==> src/rtl/stream_cipher_buf_if.sv <==
// Valid/ready stream bundle for stream_cipher_buf: input word + mode, result word.
interface stream_cipher_buf_if #(
  parameter int WIDTH = 8
);
  logic             mode;
  logic             in_valid;
  logic             in_ready;
  logic [WIDTH-1:0] in_data;
  logic             out_valid;
  logic             out_ready;
  logic [WIDTH-1:0] out_data;

  modport master (
    output mode, in_valid, in_data, out_ready,
    input  in_ready, out_valid, out_data
  );

  modport slave (
    input  mode, in_valid, in_data, out_ready,
    output in_ready, out_valid, out_data
  );
endinterface

==> src/rtl/stream_cipher_buf.sv <==
// Chained XOR stream cipher with a circular ciphertext history buffer.
// Results stream out through valid/ready; any stored entry can be read back.
module stream_cipher_buf #(
  parameter int               WIDTH     = 8,
  parameter int               DEPTH     = 8,
  parameter logic [WIDTH-1:0] IV        = '0,
  parameter bit               OVERWRITE = 1'b1,
  localparam int              AW        = $clog2(DEPTH),
  localparam int              CW        = AW + 1
) (
  input  logic             clk,
  input  logic             rst,
  input  logic             clr_i,
  stream_cipher_buf_if.slave bus,
  input  logic [AW-1:0]    rd_idx_i,
  input  logic             rd_view_i,
  output logic [WIDTH-1:0] rd_data_o,
  output logic [CW-1:0]    count_o,
  output logic             full_o,
  output logic             empty_o
);

  logic [WIDTH-1:0] mem_q [DEPTH];
  logic [AW-1:0]    wr_ptr_q, wr_ptr_d;
  logic [AW-1:0]    rd_ptr_q, rd_ptr_d;
  logic [CW-1:0]    count_q, count_d;
  logic [WIDTH-1:0] prev_q, prev_d;
  logic [WIDTH-1:0] base_q, base_d;
  logic             out_valid_q, out_valid_d;
  logic [WIDTH-1:0] out_data_q, out_data_d;
  logic [WIDTH-1:0] rd_data_q, rd_data_d;

  logic             full_w;
  logic             accept_w;
  logic [WIDTH-1:0] cipher_w;

  assign full_w   = (count_q == CW'(DEPTH));
  assign bus.in_ready = !rst && !clr_i && (!out_valid_q || bus.out_ready)
                        && (!full_w || OVERWRITE);
  assign accept_w = bus.in_valid && bus.in_ready;
  // The buffer always holds ciphertext, whichever direction the word travels.
  assign cipher_w = bus.mode ? bus.in_data : (bus.in_data ^ prev_q);

  // NOTE: combinational blocks use blocking '=' and assign every output a
  // default first, so no path through the block can infer a latch.
  always_comb begin
    wr_ptr_d    = wr_ptr_q;
    rd_ptr_d    = rd_ptr_q;
    count_d     = count_q;
    prev_d      = prev_q;
    base_d      = base_q;
    out_valid_d = out_valid_q;
    out_data_d  = out_data_q;
    if (accept_w) begin
      prev_d      = cipher_w;
      out_valid_d = 1'b1;
      out_data_d  = bus.in_data ^ prev_q;
      wr_ptr_d    = wr_ptr_q + AW'(1);
      if (full_w) begin
        // Evicted entry becomes the chain seed for the new oldest entry.
        base_d   = mem_q[rd_ptr_q];
        rd_ptr_d = rd_ptr_q + AW'(1);
      end else begin
        count_d  = count_q + CW'(1);
      end
    end else if (bus.out_ready) begin
      out_valid_d = 1'b0;
    end
  end

  logic [AW-1:0]    e_idx_w, p_idx_w;
  logic [WIDTH-1:0] e_w, chain_w;

  always_comb begin
    e_idx_w   = rd_ptr_q + rd_idx_i;
    p_idx_w   = e_idx_w - AW'(1);
    e_w       = mem_q[e_idx_w];
    chain_w   = (rd_idx_i == '0) ? base_q : mem_q[p_idx_w];
    rd_data_d = '0;
    if ({1'b0, rd_idx_i} < count_q)
      rd_data_d = rd_view_i ? e_w : (e_w ^ chain_w);
  end

  // NOTE: sequential state uses non-blocking '<=' so every register samples
  // the pre-edge values regardless of statement order.
  always_ff @(posedge clk) begin
    if (rst) begin
      wr_ptr_q    <= '0;
      rd_ptr_q    <= '0;
      count_q     <= '0;
      prev_q      <= IV;
      base_q      <= IV;
      out_valid_q <= 1'b0;
      out_data_q  <= '0;
      rd_data_q   <= '0;
    end else if (clr_i) begin
      wr_ptr_q    <= '0;
      rd_ptr_q    <= '0;
      count_q     <= '0;
      prev_q      <= IV;
      base_q      <= IV;
      out_valid_q <= 1'b0;
      rd_data_q   <= rd_data_d;
    end else begin
      wr_ptr_q    <= wr_ptr_d;
      rd_ptr_q    <= rd_ptr_d;
      count_q     <= count_d;
      prev_q      <= prev_d;
      base_q      <= base_d;
      out_valid_q <= out_valid_d;
      out_data_q  <= out_data_d;
      rd_data_q   <= rd_data_d;
    end
  end

  // NOTE: the storage array has no reset; count gates every read, so stale
  // contents are never observable and the array can map to plain RAM.
  always_ff @(posedge clk) begin
    if (accept_w) mem_q[wr_ptr_q] <= cipher_w;
  end

  assign bus.out_valid = out_valid_q;
  assign bus.out_data  = out_data_q;
  assign rd_data_o     = rd_data_q;
  assign count_o       = count_q;
  assign full_o        = full_w;
  assign empty_o       = (count_q == '0);

endmodule
==> src/flat_wrapper.sv <==
// flat-port wrapper written by rule: the top's interface ports become plain ports
module stream_cipher_buf_flat 
#(
  parameter int               WIDTH     = 8,
  parameter int               DEPTH     = 8,
  parameter logic [WIDTH-1:0] IV        = '0,
  parameter bit               OVERWRITE = 1'b1,
  localparam int              AW        = $clog2(DEPTH),
  localparam int              CW        = AW + 1
)
  (clk, rst, clr_i, rd_idx_i, rd_view_i, rd_data_o, count_o, full_o, empty_o, bus_mode, bus_in_valid, bus_in_data, bus_out_ready, bus_in_ready, bus_out_valid, bus_out_data);
  stream_cipher_buf_if #(.WIDTH(WIDTH)) bus_i ();
  input  logic clk;
  input  logic rst;
  input  logic clr_i;
  input  logic [AW-1:0] rd_idx_i;
  input  logic rd_view_i;
  output logic [WIDTH-1:0] rd_data_o;
  output logic [CW-1:0] count_o;
  output logic full_o;
  output logic empty_o;
  input wire logic [$bits(bus_i.mode)-1:0] bus_mode;
  input wire logic [$bits(bus_i.in_valid)-1:0] bus_in_valid;
  input wire logic [$bits(bus_i.in_data)-1:0] bus_in_data;
  input wire logic [$bits(bus_i.out_ready)-1:0] bus_out_ready;
  output wire logic [$bits(bus_i.in_ready)-1:0] bus_in_ready;
  output wire logic [$bits(bus_i.out_valid)-1:0] bus_out_valid;
  output wire logic [$bits(bus_i.out_data)-1:0] bus_out_data;
  assign bus_i.mode = bus_mode;
  assign bus_i.in_valid = bus_in_valid;
  assign bus_i.in_data = bus_in_data;
  assign bus_i.out_ready = bus_out_ready;
  assign bus_in_ready = bus_i.in_ready;
  assign bus_out_valid = bus_i.out_valid;
  assign bus_out_data = bus_i.out_data;
  stream_cipher_buf #(.WIDTH(WIDTH), .DEPTH(DEPTH), .IV(IV), .OVERWRITE(OVERWRITE)) u_core (.clk(clk), .rst(rst), .clr_i(clr_i), .bus(bus_i), .rd_idx_i(rd_idx_i), .rd_view_i(rd_view_i), .rd_data_o(rd_data_o), .count_o(count_o), .full_o(full_o), .empty_o(empty_o));
endmodule
==> config.mk <==
export PLATFORM = sky130hd
export DESIGN_NAME = stream_cipher_buf_flat
export DESIGN_NICKNAME = d
export VERILOG_FILES = /design/src/rtl/stream_cipher_buf_if.sv /design/src/rtl/stream_cipher_buf.sv /design/src/flat_wrapper.sv
export SDC_FILE = /design/constraint.sdc
export NUM_CORES = 1
export LEC_CHECK = 0
export CAP_MARGIN = 20
export CORE_MARGIN = 5
export CORE_UTILIZATION = 35
export DETAILED_ROUTE_END_ITERATION = 12
export DONT_BUFFER_PORTS = 1
export GPL_ROUTABILITY_DRIVEN = 0
export HOLD_SLACK_MARGIN = 0.08
export SETUP_SLACK_MARGIN = 0.5
export SLEW_MARGIN = 20
export SYNTH_ARGS = -nofsm -noshare
export SYNTH_HDL_FRONTEND = slang
export SYNTH_SLANG_ARGS = --single-unit
==> constraint.sdc <==
create_clock -name clk -period 4.15 [get_ports clk]
set_clock_uncertainty 0.2 [all_clocks]
set_input_delay 0.6225 -clock clk [delete_from_list [all_inputs] [get_ports clk]]
set_output_delay 0.6225 -clock clk [all_outputs]
set_load 0.005 [all_outputs]
* After elaboration in Yosys (flattened, before gate mapping)
Memories as Yosys holds them, arrays and structs flattened. A register that Yosys moved wholly into a read port is not among the register bits.
Index checks and enable logic that the tools add are counted.
** Word-level totals
- Output and inout bits :: 24
- Memories :: 1
- Bits in writable memories :: 64
- Register bits after elaboration :: 35
- Input port bits :: 18
** Memories
- u_core.mem_q :: words 8, bits a word 8, rd ports 3, clocked after memory_dff 1, write ports 1, line stream_cipher_buf.sv:23 : logic [WIDTH-1:0] mem_q [DEPTH];
** Cells by class
- Reductions and logical operators :: 15
- Equality and inequality tests :: 1
- $lt $le $gt $ge :: 1
- Add/sub/neg operators :: 5
- Bitwise operators :: 5
- Multiplexer cells :: 7
** Operators with widths (count)
- two-way mux 8 bit :: 3
- bitwise XOR 8 bit :: 2
- adder 3 x 1 -> 3 bit, second input constant :: 2
- AND reduction 2 bit :: 3
- adder 4 x 1 -> 4 bit, second input constant :: 1
- == test 4 bit, second input constant :: 1
- zero test 4 bit :: 1
- < comparator 3 x 4 -> 1 bit :: 1
- two-way mux 1 bit :: 4
- OR reduction 2 bit :: 2
- adder 3 bit :: 1
- logical AND 1 bit :: 3
- zero test 1 bit :: 3
- zero test 3 bit :: 1
- NOT 1 bit :: 3
- subtractor 3 x 1 -> 3 bit, second input constant :: 1
- nonzero test 2 bit :: 1
- logical OR 1 bit :: 1

* Logic depth before layout (Yosys ltp)
- Depth after elaboration :: 6
- Mapped depth :: 11
- Depth with buffers taken out :: 8

* Least setup slack after synthesis
No wires, ideal clock.
- Path kind :: input-to-reg
- Start point :: input rd_idx_i[0]
- End point :: register u_core.rd_data_q[5], in the netlist u_core.rd_data_o[5]
- Arrival :: 3346 ps
- Stages on the path :: 11
- Slack :: 532 ps
- Path through :: ha_1 clkbuf_1 buf_2 inv_1 ha_1 buf_1 clkbuf_1 mux4_2 mux2_2 a22oi_1 mux2i_1
** Between the ends
- Longest elaborated chain between the ends :: 6
- Elaborated cells between the ends (all ways) :: 10
** RTL lines
- start: declaration :: line flat_wrapper.sv:16 : input logic [AW-1:0] rd_idx_i;
- adder 3 bit :: line stream_cipher_buf.sv:75 : e_idx_w = rd_ptr_q + rd_idx_i;
- subtractor 3 x 1 -> 3 bit :: line stream_cipher_buf.sv:76 : p_idx_w = e_idx_w - AW'(1);
- memory read (8 x 8 bit)
- two-way mux 8 bit :: line stream_cipher_buf.sv:78 : chain_w = (rd_idx_i == '0) ? base_q : mem_q[p_idx_w];
- bitwise XOR 8 bit :: line stream_cipher_buf.sv:81 : rd_data_d = rd_view_i ? e_w : (e_w ^ chain_w);
- two-way mux 8 bit :: line stream_cipher_buf.sv:81
- end signal: assignment :: line stream_cipher_buf.sv:103 : rd_data_q <= rd_data_d;
- end signal: assignment :: line stream_cipher_buf.sv:112 : rd_data_q <= rd_data_d;
- end: declaration :: line stream_cipher_buf.sv:31 : logic [WIDTH-1:0] rd_data_q, rd_data_d;
Parallel ways exist; a longest one is shown, timed or not.
A chain may end at the register's enable or synchronous reset.

* Worst setup path after layout
- Start point :: register u_core.rd_ptr_q[1]
- End point :: register u_core.rd_data_q[5], in the netlist u_core.rd_data_o[5]
** Between the ends
- Longest elaborated chain between the ends :: 6
** RTL lines
- start: declaration :: line stream_cipher_buf.sv:25 : logic [AW-1:0] rd_ptr_q, rd_ptr_d;
- start signal: assignment :: line stream_cipher_buf.sv:106 : rd_ptr_q <= rd_ptr_d;
- adder 3 bit (*) :: line stream_cipher_buf.sv:75
- subtractor 3 x 1 -> 3 bit :: line stream_cipher_buf.sv:76
- memory read (8 x 8 bit) (*)
- two-way mux 8 bit :: line stream_cipher_buf.sv:78
- bitwise XOR 8 bit :: line stream_cipher_buf.sv:81
- two-way mux 8 bit (*) :: line stream_cipher_buf.sv:81
Every way passes the cells marked *; elsewhere a longest branch is shown, timed or not.

==> results.cfg <==
[worst_setup_path]
worstReg2RegEnd = u_core.rd_data_o[5]
crit_path_cell_trace = buf_4 > inv_1 > fa_1 > ha_1 > mux4_2 > mux2_2 > a22oi_1 > mux2i_1
ff2ff_path_depth = 8
criticalPathCategory = flop to flop
worst-path-buf-inv = 2
worstPathRequired_ns = 4.23
r2r_slack_ns = 0.83
worstSetupEndpointType = flop
critPathMaxStageDelay_ns = 0.77
worstReg2RegStart = u_core.rd_ptr_q[1]
worstSetupStartpointType = flop
cp_max_fo = 19
cp_max_stage_cell = sky130_fd_sc_hd__ha_1
critPathTopFamily = adder cells
crit_start = u_core.rd_ptr_q[1]
critPathArrivalTime_ns = 3.40

[timing]
timing_worst_slew_pin_value_ns = 0.866
max_slew_margin_pct = 42.1
fin_tns_setup_ns = 0
slew_violations = 0
hold_viol_final = 0
finalWorstPathRequiredPeriod_ns = 3.32
timing.final.ws_setup_ns = 0.825
setup_repair_after_global_routing_missed_its_margin = no
max_freq_mhz = 301
final.period_utilization_pct = 80.1
count_of_endpoints_failing_setup_in_the_final_report = 0

[placement]
dp.final_hpwl_um = 8790
placement.io_buffers = 0
placed_cell_area_um2 = 5820
placement.setup.worst_slack_ns = 0.682

[die]
height_of_the_die_um = 136
core_area_um2 = 15700
fp.dieArea_um2 = 18500
pin_count = 42
std_cell_rows = 46
fp.dieW_um = 136
initial_core_util_pct = 35.3

[cts]
cts.sink_count = 107
clkTransAtPathRegs_ns = 0.07
clock_latency_ns = 0.35
ctsResizeCount = 0
post_cts_setup_repair_bufs = 0
cts_hold_buf = 0
tritoncts_clock_tree = built
cts.htree.levels = 3
clk_root_buffer_cell = sky130_fd_sc_hd__clkbuf_16
cts_inserted_buffers = 9
max-clock-path-buffers = 2

[pwr]
leakagePower_nw = 1.94
cellPowerDensity_nw_per_um2 = 360
vdd_drop_max_mv = 0.228

[logic_synthesis]
synth_register_bits = 107
synthCells = 402
total_number_of_yosys_warnings = 0
post_synth_instance_area_um2 = 5550
synthDistinctLibCells = 35
seq_area_frac_synth_pct = 50.1
syn_avg_cell_area_um2 = 13.8
number_of_nets_in_the_synthesized_netlist = 429

[worst_hold_path]
min_from = rst
worstHoldEndpoint = u_core.bus.out_data[0]
whs_path_depth = 1
hold_path.class = input pin to flop

[flow_run]
maxCapViolations = 0

[layout]
final_cell_area_um2 = 6120
final.fill_count = 1451
final-seq-area_um2 = 2780
post_route_cells_drive_above_1_share_pct = 24.0
finish.utilization_pct = 38.9
antenna_cells_inserted = 0
syn2layout_area_growth_pct = 10.2
footprint_of_the_multi_input_gates_um2 = 2630
final_nets = 427

[routing]
antenna_left = 0
drt_iter0_drc = 194
routed_wl_um = 11700
post_drt_wl_per_cell_um = 18.9
route.detailed.drc = 0
first_pass_iters = 4
routed-via-count = 3318
routed_via_density = 5.34

[global_routing]
grtUsageMet1_pct = 18.1
met3_grt_util_pct = 3.96
remaining_overflow_grt = 0
grt_pass1_vias = 3382
grt_first_pass_wirelength_um = 19200
use_met2_pct = 21.0
antenna_found_initial = 0
global_route.peak_usage_layer = met2
grtUsageTotal_pct = 13.5
maximum_number_of_pins_on_one_net_before_global_route_repair = 43

[outcome]
status = finished, final reports clean
-- cells in the final DEF, fill, tap and decap left out, types with 2 or more instances in the layout --
| cell | Yosys | layout |
|---|---|---|
| sky130_fd_sc_hd__nand2b_1 | 12 | 12 |
| sky130_fd_sc_hd__inv_1 | 8 | 8 |
| sky130_fd_sc_hd__nand2_1 | 26 | 26 |
| sky130_fd_sc_hd__nor3_1 | 5 | 5 |
| sky130_fd_sc_hd__edfxtp_1 | 64 | 64 |
| sky130_fd_sc_hd__a211oi_1 | 8 | 8 |
| sky130_fd_sc_hd__a21oi_1 | 3 | 2 |
| sky130_fd_sc_hd__a22oi_1 | 8 | 8 |
| sky130_fd_sc_hd__mux4_2 | 48 | 48 |
| sky130_fd_sc_hd__clkbuf_16 | 0 | 9 |
| sky130_fd_sc_hd__mux2_2 | 16 | 16 |
| sky130_fd_sc_hd__xnor2_1 | 18 | 18 |
| sky130_fd_sc_hd__nor2_1 | 23 | 23 |
| sky130_fd_sc_hd__o211ai_1 | 16 | 16 |
| sky130_fd_sc_hd__xor2_1 | 4 | 4 |
| sky130_fd_sc_hd__clkbuf_1 | 18 | 2 |
| sky130_fd_sc_hd__ha_1 | 8 | 7 |
| sky130_fd_sc_hd__nand3_1 | 10 | 10 |
| sky130_fd_sc_hd__buf_4 | 0 | 14 |
| sky130_fd_sc_hd__nor4_1 | 2 | 2 |
| sky130_fd_sc_hd__dfxtp_1 | 43 | 43 |
| sky130_fd_sc_hd__mux2i_1 | 25 | 25 |
| sky130_fd_sc_hd__o21ai_0 | 17 | 17 |
-- metrics by stage --
stage          power, mW  instances  hold WS (ns)
4_1_cts             2.24        621         0.120
2_1_floorplan       1.33        402         0.244
3_3_place_gp        1.36        605         0.256
6_report            2.20        621         0.135
5_1_grt             2.30        621         0.113
3_5_place_dp        1.37        605         0.262
-- cell usage after synthesis --
cell type | n | share of area, %
sky130_fd_sc_hd__edfxtp_1 | 64 | 35
sky130_fd_sc_hd__mux4_2 | 48 | 19
sky130_fd_sc_hd__dfxtp_1 | 43 | 16
sky130_fd_sc_hd__nand2_1 | 26 | 1.8
sky130_fd_sc_hd__mux2i_1 | 25 | 4.5
sky130_fd_sc_hd__nor2_1 | 23 | 1.6
sky130_fd_sc_hd__clkbuf_1 | 18 | 1.2
sky130_fd_sc_hd__xnor2_1 | 18 | 2.8
sky130_fd_sc_hd__o21ai_0 | 17 | 1.5
sky130_fd_sc_hd__mux2_2 | 16 | 3.2
sky130_fd_sc_hd__o211ai_1 | 16 | 2.2
sky130_fd_sc_hd__nand2b_1 | 12 | 1.4
sky130_fd_sc_hd__nand3_1 | 10 | 0.90
sky130_fd_sc_hd__a211oi_1 | 8 | 1.1
sky130_fd_sc_hd__a22oi_1 | 8 | 1.1
sky130_fd_sc_hd__ha_1 | 8 | 1.8
sky130_fd_sc_hd__inv_1 | 8 | 0.54
sky130_fd_sc_hd__buf_2 | 6 | 0.54
sky130_fd_sc_hd__nor3_1 | 5 | 0.45
sky130_fd_sc_hd__xor2_1 | 4 | 0.63
sky130_fd_sc_hd__a21oi_1 | 3 | 0.27
sky130_fd_sc_hd__buf_1 | 2 | 0.14
sky130_fd_sc_hd__nor4_1 | 2 | 0.23
sky130_fd_sc_hd__a21o_1 | 1 | 0.14
sky130_fd_sc_hd__and3_1 | 1 | 0.11
sky130_fd_sc_hd__buf_6 | 1 | 0.20
sky130_fd_sc_hd__fa_1 | 1 | 0.36
sky130_fd_sc_hd__nand4_1 | 1 | 0.11
sky130_fd_sc_hd__nor2b_1 | 1 | 0.11
sky130_fd_sc_hd__nor3b_1 | 1 | 0.14
sky130_fd_sc_hd__nor3b_2 | 1 | 0.23
sky130_fd_sc_hd__or2_2 | 1 | 0.11
sky130_fd_sc_hd__or3_1 | 1 | 0.11
sky130_fd_sc_hd__xnor2_4 | 1 | 0.50
sky130_fd_sc_hd__xnor3_2 | 1 | 0.43
-- area by class of cell --
class	count	area share (%)
Sequential cell	107	45.5
Multi-Input combinational cell	260	43.1
Clock buffer	11	3.81
Inverter	8	0.491
Timing Repair Buffer	14	1.72
Tap cell	216	4.42
Clock inverter	5	1.00
-- how the worst max path moves through the flow --
stage	to	slack (ns)	cells past startpoint
3_3_place_gp	u_core.rd_data_o[6]	0.72	8
3_5_place_dp	u_core.rd_data_o[5]	0.68	8
6_report	u_core.rd_data_o[5]	0.83	8
2_1_floorplan	u_core.rd_data_o[5]	0.53	11
4_1_cts	u_core.rd_data_o[5]	0.81	8
5_1_grt	u_core.rd_data_o[5]	0.62	8
-- cell families after synthesis --
group	Yosys count	synth area share, %
compound gates	53	6.27
xor+xnor	24	4.40
fa+ha+maj	9	2.16
buf+inv	35	2.64
flops	107	50.1
mux	89	27.2
simple gates	85	7.17
-- power by group --
part / switching (mW) / internal [mW] / leakage [nW]
clock network: 0.384 / 0.473 / 0.140
logic: 0.0953 / 0.0917 / 0.872
registers: 0.0128 / 1.14 / 0.926
total: 0.492 / 1.71 / 1.94
-- registers in the layout, summed over array words and instances (netlist names) --
signal                cells
u_core.prev_q             8
u_core.base_q             8
u_core.rd_data_o          8
u_core.rd_ptr_q           3
u_core.mem_q             64
u_core.bus.out_valid      1
u_core.bus.out_data       8
u_core.wr_ptr_q           3
u_core.count_o            4
-- per-layer routing --
layer	up-vias	share of wire, %
met2	120	45
met5	-	0
met1	1637	45
li1	1549	-
met3	12	8.1
met4	0	1.6
(Power assumes the default switching activity.)
